$ cat config.mk
export PLATFORM = sky130hd
export DESIGN_NAME = tlbread_arbiter
export DESIGN_NICKNAME = d
export VERILOG_FILES = /design/src/rtl/tlbread_arbiter.sv
export SDC_FILE = /design/constraint.sdc
export NUM_CORES = 1
export LEC_CHECK = 0
export ABC_AREA = 0
export BUFFER_PORTS_ARGS = -buffer_cell sky130_fd_sc_hd__buf_2
export CAP_MARGIN = 20
export CORE_AREA = 2 2 132 134
export CTS_BUF_LIST = sky130_fd_sc_hd__clkbuf_16
export DETAILED_ROUTE_END_ITERATION = 6
export DIE_AREA = 0 0 134 136
export REMOVE_ABC_BUFFERS = 1
export SYNTH_ARGS = -nofsm -noshare
export SYNTH_HDL_FRONTEND = slang
export SYNTH_SLANG_ARGS = --single-unit
$ cat constraint.sdc
create_clock -name clk -period 4.3 [get_ports clk]
set_clock_uncertainty 0.05 [all_clocks]
set_input_delay 0.43 -clock clk [delete_from_list [all_inputs] [get_ports clk]]
set_output_delay 0.43 -clock clk [all_outputs]
set_load 0.03 [all_outputs]
$ cat src/rtl/tlbread_arbiter.sv
// tlbread_arbiter: shares the single TLB data-read port between the split-read
// unit (A, high priority) and the secondary microcode reader (B). Ownership is
// granted for a whole access, so split halves and locked RMW sequences never
// interleave with the other requester. B is forced through after STARVE_LIMIT
// consecutive A grants taken while B was waiting.
module tlbread_arbiter #(
    parameter int STARVE_LIMIT = 4
) (
    input  logic        clk,
    input  logic        rst_n,
    input  logic        rd_reset,

    input  logic        a_do,
    input  logic [1:0]  a_cpl,
    input  logic [31:0] a_address,
    input  logic [3:0]  a_length,
    input  logic [3:0]  a_length_full,
    input  logic        a_lock,
    input  logic        a_rmw,
    output logic        a_done,
    output logic        a_page_fault,
    output logic        a_ac_fault,
    output logic        a_retry,
    output logic [63:0] a_data,

    input  logic        b_do,
    input  logic [1:0]  b_cpl,
    input  logic [31:0] b_address,
    input  logic [3:0]  b_length,
    input  logic [3:0]  b_length_full,
    input  logic        b_lock,
    input  logic        b_rmw,
    output logic        b_done,
    output logic        b_page_fault,
    output logic        b_ac_fault,
    output logic        b_retry,
    output logic [63:0] b_data,

    output logic        grant_a,
    output logic        grant_b,

    output logic        tlbread_do,
    output logic [1:0]  tlbread_cpl,
    output logic [31:0] tlbread_address,
    output logic [3:0]  tlbread_length,
    output logic [3:0]  tlbread_length_full,
    output logic        tlbread_lock,
    output logic        tlbread_rmw,
    input  logic        tlbread_done,
    input  logic        tlbread_page_fault,
    input  logic        tlbread_ac_fault,
    input  logic        tlbread_retry,
    input  logic [63:0] tlbread_data
);

    typedef enum logic [1:0] {IDLE, OWN_A, OWN_B} state_t;

    typedef struct packed {
        logic [1:0]  cpl;
        logic [31:0] address;
        logic [3:0]  length;
        logic [3:0]  length_full;
        logic        lock;
        logic        rmw;
    } rd_req_t;

    localparam logic [2:0] LIMIT = 3'(STARVE_LIMIT);

    state_t     state, state_d;
    logic       lock_hold;
    logic [2:0] starve_cnt;
    rd_req_t    req_a, req_b, req_sel;
    logic       in_own, own_lock, any_fault;

    assign req_a = '{a_cpl, a_address, a_length, a_length_full, a_lock, a_rmw};
    assign req_b = '{b_cpl, b_address, b_length, b_length_full, b_lock, b_rmw};

    // Field mux defaults to A so the TLB sees stable A fields while idle.
    assign req_sel  = (state == OWN_B) ? req_b : req_a;
    assign in_own   = (state != IDLE);
    assign own_lock = req_sel.lock;
    assign any_fault = tlbread_page_fault | tlbread_ac_fault;

    assign grant_a = (state == OWN_A);
    assign grant_b = (state == OWN_B);

    // Next-state: arbitrate from IDLE, release only when owner idle and not locked.
    always_comb begin
        state_d = state;
        case (state)
            IDLE: begin
                if (!rd_reset) begin
                    if (a_do && b_do)
                        state_d = (starve_cnt == LIMIT) ? OWN_B : OWN_A;
                    else if (a_do)
                        state_d = OWN_A;
                    else if (b_do)
                        state_d = OWN_B;
                end
            end
            OWN_A:   if (!a_do && !lock_hold) state_d = IDLE;
            OWN_B:   if (!b_do && !lock_hold) state_d = IDLE;
            default: state_d = IDLE;
        endcase
    end

    // State, lock hold and starvation counter registers.
    always_ff @(posedge clk) begin
        if (!rst_n) begin
            state      <= IDLE;
            lock_hold  <= 1'b0;
            starve_cnt <= 3'd0;
        end else begin
            state <= state_d;

            // A fault or an unlocked completed beat ends the locked sequence.
            if (rd_reset || (in_own && (any_fault || (tlbread_done && !own_lock))))
                lock_hold <= 1'b0;
            else if (in_own && own_lock && tlbread_do)
                lock_hold <= 1'b1;

            if (rd_reset)
                starve_cnt <= 3'd0;
            else if (state == IDLE && state_d == OWN_B)
                starve_cnt <= 3'd0;
            else if (state == IDLE && state_d == OWN_A) begin
                if (!b_do)
                    starve_cnt <= 3'd0;
                else if (starve_cnt != LIMIT)
                    starve_cnt <= starve_cnt + 3'd1;
            end
        end
    end

    // TLB request and response routing: only the owner talks to the TLB.
    always_comb begin
        tlbread_do   = 1'b0;
        a_done       = 1'b0;
        a_page_fault = 1'b0;
        a_ac_fault   = 1'b0;
        a_retry      = 1'b0;
        b_done       = 1'b0;
        b_page_fault = 1'b0;
        b_ac_fault   = 1'b0;
        b_retry      = 1'b0;
        if (state == OWN_A) begin
            tlbread_do   = a_do;
            a_done       = tlbread_done;
            a_page_fault = tlbread_page_fault;
            a_ac_fault   = tlbread_ac_fault;
            a_retry      = tlbread_retry;
        end else if (state == OWN_B) begin
            tlbread_do   = b_do;
            b_done       = tlbread_done;
            b_page_fault = tlbread_page_fault;
            b_ac_fault   = tlbread_ac_fault;
            b_retry      = tlbread_retry;
        end
    end

    assign tlbread_cpl         = req_sel.cpl;
    assign tlbread_address     = req_sel.address;
    assign tlbread_length      = req_sel.length;
    assign tlbread_length_full = req_sel.length_full;
    assign tlbread_lock        = req_sel.lock;
    assign tlbread_rmw         = req_sel.rmw;

    // Read data is broadcast; consumers qualify it with their own done.
    assign a_data = tlbread_data;
    assign b_data = tlbread_data;

endmodule

---- After elaboration in Yosys (flattened, before gate mapping) ----
Cells that the tools add are included.
word-level totals
  register bits ........................... 6
  input port bits ......................... 161
  output and inout bits ................... 183
  logic and storage cells ................. 58
operators by class
  $add $sub $neg .......................... 1
  equality and inequality tests ........... 7
  mux-type cells .......................... 25
  bitwise gates (word level) .............. 2
  reduce and logical (&&, ||, !) cells .... 20
operator list
  kind                                                                      count
  44-bit 2-to-1 mux                                                         1
  1-bit 2-to-1 mux                                                          14
  2-bit 2-to-1 mux                                                          7
  1-bit logical AND                                                         9
  3-bit 2-to-1 mux                                                          2
  2-bit case mux with 3 select lines                                        1
  2-bit by 1-bit == test with 1-bit output (second input constant)          2
  2-bit == test (second input constant)                                     2
  1-bit zero test                                                           4
  3-bit by 1-bit adder with 3-bit output (second input constant)            1
  3-bit == test (second input constant)                                     1
  3-bit inequality test (second input constant)                             1
  3-bit OR reduction                                                        1
  2-bit zero test                                                           1
  1-bit logical OR                                                          2
  2-bit by 1-bit inequality test with 1-bit output (second input constant)  1
  2-bit AND reduction                                                       1
  2-bit nonzero test                                                        1
  2-bit OR reduction                                                        1
  1-bit inverter                                                            1
  1-bit bitwise OR                                                          1

---- Longest topological paths before layout ----
Gate-level depths: netlist of run 1.
  depth in word-level cells ............... 8
  depth in mapped cells ................... 6
  depth with buffers taken out ............ 5

---- Least setup slack after synthesis of run 1 ----
Ideal clock, no wire load.
  path kind ............................... reg2out
  start ................................... register state[1]
  end ..................................... output port tlbread_lock
  arrival time ............................ 1.504 ns
  data required time ...................... 3.820 ns
  setup slack ............................. 2.316 ns
  stages on the path, launching flop included .. 5
  path buffers ............................ 2
  cells stage by stage .................... dfxtp_1 -> nor2b_1 -> buf_2 -> buf_4 -> o21ai_0
on the way
  longest elaborated chain between the ends .. 2
ends and longest elaborated chain
  element                   RTL line  text
  start: declaration        69        state_t state, state_d;
  start signal: assignment  114       state <= state_d;
  2-bit == test             -
  named net grant_b         40        output logic grant_b,
  44-bit 2-to-1 mux         79        assign req_sel = (state == OWN_B) ? req_b : req_a;
  end: declaration          47        output logic tlbread_lock,
The timed path passes the listed nets, and every way through them passes these cells.

---- Worst setup path after layout of run 1 ----
  start ................................... register state[1]
  end ..................................... output port tlbread_address[1]
on the way
  longest elaborated chain between the ends .. 2
ends and longest elaborated chain
  element            RTL line  text
  2-bit == test      79
  44-bit 2-to-1 mux  79
  end: declaration   44        output logic [31:0] tlbread_address,
Every way passes these cells.

==> results of run 1 <==
where the power goes:
group,internal [mW],switching [mW],total [mW]
clock network,0.119,0.0315,0.151
logic,0.0837,0.122,0.206
registers,0.0572,0.00258,0.0598
cells in the mapped netlist (2+ instances only):
cell     number  share of area [%]
a21oi_1       4                1.0
a22o_1        2               0.91
and2_1        8                2.6
and3_1        2               0.65
buf_4       133                 52
dfxtp_1       6                6.2
ha_1          2                1.3
inv_1         5               0.97
mux2_2       43                 25
nand2_1       4               0.78
nand4_1       2               0.65
nor2b_1       3               0.97
o21ai_0       5                1.3
per-layer routing:
metal | vias up | GRT usage (%) | routed length [microns]
met1 | 760 | 12.6 | 4190
met5 | - | 6.11 | 138
met3 | 23 | 25.2 | 5190
met4 | 6 | 2.84 | 281
li1 | 693 | - | -
met2 | 335 | 27.1 | 7060
cell families (layout without fill, tap and decap cells):
kind of cell	Yosys count	after routing	share of synthesized area (%)
buffers and inverters	140	160	53.5
and+or+nand+nor	25	25	8.09
DFF	6	6	6.21
muxes	43	43	25.0
other	0	2	0
AOI/OAI and AO/OA	18	18	5.89
adders and majority gates	2	2	1.29
worst max path at each step:
stage                   startpoint             endpoint  slack (ns)  cells after the start
2_1_floorplan  state[1]$_SDFF_PN0_         tlbread_lock       -0.21                      2
3_3_place_gp   state[1]$_SDFF_PN0_  tlbread_address[15]        1.82                      4
3_5_place_dp   state[1]$_SDFF_PN0_  tlbread_address[15]        1.76                      4
4_1_cts        state[1]$_SDFF_PN0_  tlbread_address[22]        1.52                      4
5_1_grt        state[1]$_SDFF_PN0_  tlbread_address[28]        1.43                      4
6_report       state[1]$_SDFF_PN0_   tlbread_address[1]        1.57                      4
critical path, cell delays in order (launching register included):
cell and delay (ns):
dfxtp_1 0.44, nor2b_4 0.47, buf_4 0.51, mux2_2 0.41, buf_2 0.18
flip-flops by register name (all words and copies together), names as in the netlist:
signal / count
starve_cnt: 3
state: 2
lock_hold: 1
final cells by class:
| type | count | share of cell area [%] |
|---|---|---|
| well taps | 225 | 13.7 |
| clock buffers | 3 | 3.66 |
| flip-flops and latches | 6 | 5.86 |
| inverters | 5 | 0.915 |
| diodes | 2 | 0.244 |
| repair buffers | 152 | 37.2 |
| multi-input cells | 88 | 38.4 |
per-stage QoR:
step,instance area (sq um),cells,power [mW],setup slack (ns),hold WS [ns]
after floorplan,918,99,0.177,-0.210,0.416
after global placement,1970,476,0.269,1.82,0.435
after detailed placement,1970,476,0.269,1.76,0.450
after CTS,2050,479,0.424,1.52,0.408
after global routing,2050,479,0.436,1.43,0.422
final,2050,481,0.416,1.57,0.406
==> results.cfg, run 1 <==
[status]
status = complete, no violations

[clock_network]
post_cts_buffers = 0
htree_levels = 1
clk_pin_slew_ns = 0.03
cts.path.max_buffers = 2
cts_hold_repair.buffers = 0
cts_tree = built
clk_latency_ns = 0.23
numCtsBuffers = 3
cts_resized = 0
clkSinkCount = 6
cts_root_buf = clkbuf_16

[routing]
drtPass1Iterations = 4
vias = 1817
drc = 0
wl_per_cell_microns = 35.1
postRouteAntennaNets = 0
drtIter0Drc = 50
wirelength_mm = 16.9
vias_per_cell = 3.78

[logic_synthesis]
avgSynthCellArea_sq_um = 8.26
synth-async-reset-ratio_pct = 0
synth.distinct_cells = 28
synth-edff-count = 0
synth_warnings = 0
netlist_area_sq_um = 1930
seq_area_frac_synth_pct = 6.21
ys_ff_latch = 6
synth_cells = 234
yosys_most_used_dff = dfxtp_1

[sta]
worstMarginPinSlew_ns = 0.628
hold_viol = 0
maxSlewHeadroom_pct = 58.0
max_freq_mhz = 366
setup_viol = 0
period_minus_slack_ns = 2.73
maxSlewViolCount = 0
setup-tns-final_ns = 0
min_period_over_period_pct = 63.5
grt_setup_unrepaired = false

[setup_path]
cp.required_ns = 3.82
critPathKind = flip-flop to output port
cp-end-kind = output port
start_kind = flip-flop
arrival_ns = 2.25
r2r-start = state[0]$_SDFF_PN0_
r2r_slack_ns = 2.60
rr_endpoint = lock_hold$_SDFFE_PP0P_
critical_path_peak_fanout = 38
r2r_cells = 3

[finish]
final_core_util_pct = 12.2
n_fill_cell = 1945
layout_commonest_cell = buf_2
final_cell_mix = buf_2, mux2_2, and2_1
final-seq-area_sq_um = 120
multiInputGateArea_sq_um = 787
syn_to_final_growth_pct = 6.08
final_nets = 419
layout-drive-gt1-share_pct = 78.7

[power]
powerDensity_nw_per_um2 = 203
cellLeakagePower_nw = 0.971
worst_ir_drop_vdd_mv = 0.0891

[grt]
track_usage_pct = 17.8
grt_max_degree = 39
grt_pass1_wl_mm = 20.3
grt_pass1_vias = 1720
grt-ovfl-total = 0
antenna_found_initial = 2

[min_path]
hp-class = input port to flip-flop
whs_path_depth = 2
hold_end = lock_hold$_SDFFE_PP0P_
hp-start = tlbread_done

[place]
place_hpwl_mm = 15.6
place.gp.congestion = 0.860
io_buffers = 151

[floorplanning]
die_area_sq_um = 18200
io_pins = 344
die_w_microns = 134
start_util_pct = 11.5
core_area_sq_um = 16900
rows = 48
chipHeight_microns = 136

[run]
maxCapViolCount = 0
(Power assumes the default switching activity.)
==> run 2: changes to the inputs <==
--- a/config.mk
+++ b/config.mk
@@ -8,10 +8,10 @@
 export ABC_AREA = 0
 export BUFFER_PORTS_ARGS = -buffer_cell sky130_fd_sc_hd__buf_2
 export CAP_MARGIN = 20
-export CORE_AREA = 2 2 132 134
+export CORE_AREA = 2 2 133 135
 export CTS_BUF_LIST = sky130_fd_sc_hd__clkbuf_16
 export DETAILED_ROUTE_END_ITERATION = 6
-export DIE_AREA = 0 0 134 136
+export DIE_AREA = 0 0 135 137
 export REMOVE_ABC_BUFFERS = 1
 export SYNTH_ARGS = -nofsm -noshare
 export SYNTH_HDL_FRONTEND = slang
==> constraint.sdc (replaced) <==
create_clock -name clk -period 2.2 [get_ports clk]
set_clock_uncertainty 0.05 [all_clocks]
set_input_delay 0.22 -clock clk [delete_from_list [all_inputs] [get_ports clk]]
set_output_delay 0.22 -clock clk [all_outputs]
set_load 0.03 [all_outputs]
==> run 2 against run 1 <==
Cell area up 3.4%. Count of clock-buffer cells in the layout unchanged. Global-route usage down 0.63 points. Largest power group unchanged. Register-to-register slack worse by 2.0 ns. Routed wire length up 1.5%.
==> results.cfg, run 2 (synthesis results as in run 1) <==
[status]
status = complete, no violations

[place]
io_buffers = 151
dp_slack_ns = 0.272
place_hpwl_mm = 15.4
place.gp.congestion = 0.885
place_area_sq_um = 1990

[finish]
layout-drive-gt1-share_pct = 79.2
final_area_sq_um = 2120
final-seq-area_sq_um = 120
n_fill_cell = 2004
final_nets = 425
final_cell_mix = buf_2, mux2_2, and2_1
multiInputGateArea_sq_um = 787
regMostFlops = starve_cnt
layout_commonest_cell = buf_2
largest_register_ffs = 3
antenna_cells = 0
syn_to_final_growth_pct = 9.71
reg_top3 = starve_cnt: 3 flops, state: 2 flops, lock_hold: 1 flops

[sta]
period_minus_slack_ns = 2.13
maxSlewViolCount = 0
hold_viol = 0
grt_setup_unrepaired = false
min_period_over_period_pct = 96.8
worst_slack_ns = 0.0711
setup_viol = 0
maxSlewHeadroom_pct = 58.2
worstMarginPinSlew_ns = 0.619
max_freq_mhz = 470

[routing]
drc = 0
drtPass1Iterations = 4
postRouteAntennaNets = 0
wirelength_mm = 17.1
wl_per_cell_microns = 35.3
vias_per_cell = 3.79
vias = 1839
drtIter0Drc = 81

[clock_network]
cts.path.max_buffers = 2
cts_resized = 0
cts_root_buf = clkbuf_16
clkSinkCount = 6
cts_tree = built
clk_pin_slew_ns = 0.04
numCtsBuffers = 3
htree_levels = 1
clk_latency_ns = 0.23

[run]
maxCapViolCount = 0

[floorplanning]
core_area_sq_um = 17100
rows = 48
die_w_microns = 135
chipHeight_microns = 137
start_util_pct = 11.3
io_pins = 344
die_area_sq_um = 18500

[grt]
grt-ovfl-total = 0
grt_pass1_wl_mm = 19.6
antenna_found_initial = 1
grt_max_degree = 48
grt_pass1_vias = 1706
track_usage_pct = 17.1

[min_path]
whs_path_depth = 2
hp-class = input port to flip-flop

[setup_path]
critical_path_peak_fanout = 23
cp.required_ns = 1.93
r2r_cells = 5
arrival_ns = 1.86
critPathKind = flip-flop to output port
cp-end-kind = output port
start_kind = flip-flop

[power]
worst_ir_drop_vdd_mv = 0.232
cellLeakagePower_nw = 1.01
powerDensity_nw_per_um2 = 393
==> run 2: cell count changes in the layout (fill, tap and decap cells not counted), sizes merged <==
cell,previous run,this run
diode,2,0
clkbuf,3,4
buf,152,157
==> run 2: layout make-up <==
type                       count  area share (%)
tap                          225            13.3
multi-input combinational     88            37.1
timing repair buffer         158            39.5
sequential                     6            5.66
clock buffer                   3            3.54
inverter                       5           0.885
==> run 2: repair_timing <==
action,4_1_cts,5_1_grt
setup buffers,0,4
hold buffers,0,0
setup endpoints to repair,0,17
endpoints found under the hold margin,0,0
==> run 2: worst paths after layout <==
| path | slack, ns | end | start |
|---|---|---|---|
| worst min-delay path | 0.20 | lock_hold$_SDFFE_PP0P_ | tlbread_done |
| worst min register to register | 0.45 | starve_cnt[1]$_SDFFE_PP0P_ | starve_cnt[1]$_SDFFE_PP0P_ |
| worst max-delay path | 0.07 | tlbread_address[13] | state[1]$_SDFF_PN0_ |
| worst max register to register | 0.60 | starve_cnt[2]$_SDFFE_PP0P_ | starve_cnt[0]$_SDFFE_PP0P_ |
==> run 2: critical path, stage by stage (launching register included) <==
cell	delay [ns]
dfxtp_1	0.45
nor2b_4	0.37
clkbuf_16	0.28
mux2_2	0.35
buf_2	0.17
==> run 2: where the power goes <==
| group | switching, mW | total [mW] | internal, mW |
|---|---|---|---|
| Sequential | 0.00541 | 0.117 | 0.112 |
| Combinational | 0.242 | 0.414 | 0.172 |
| Clock | 0.0679 | 0.302 | 0.234 |
==> run 2: metal layers <==
| metal | global-route usage [%] | vias to the layer above | routed length (microns) |
|---|---|---|---|
| met5 | 10.8 | - | 207 |
| met4 | 4.69 | 4 | 476 |
| met3 | 22.0 | 31 | 4870 |
| met2 | 27.0 | 350 | 7220 |
| met1 | 11.8 | 752 | 4340 |
| li1 | - | 702 | - |
==> run 2: metrics by stage <==
stage / power (mW) / hold WS [ns] / utilization, % / std cells / TNS [ns]
after global routing: 0.868 / 0.202 / 12.4 / 485 / 0
final: 0.833 / 0.196 / 12.4 / 485 / 0
after CTS: 0.832 / 0.206 / 12.1 / 480 / 0
after global placement: 0.528 / 0.391 / 11.7 / 477 / 0
after detailed placement: 0.528 / 0.391 / 11.7 / 477 / 0
after floorplan: 0.346 / 0.274 / - / 99 / -84.67
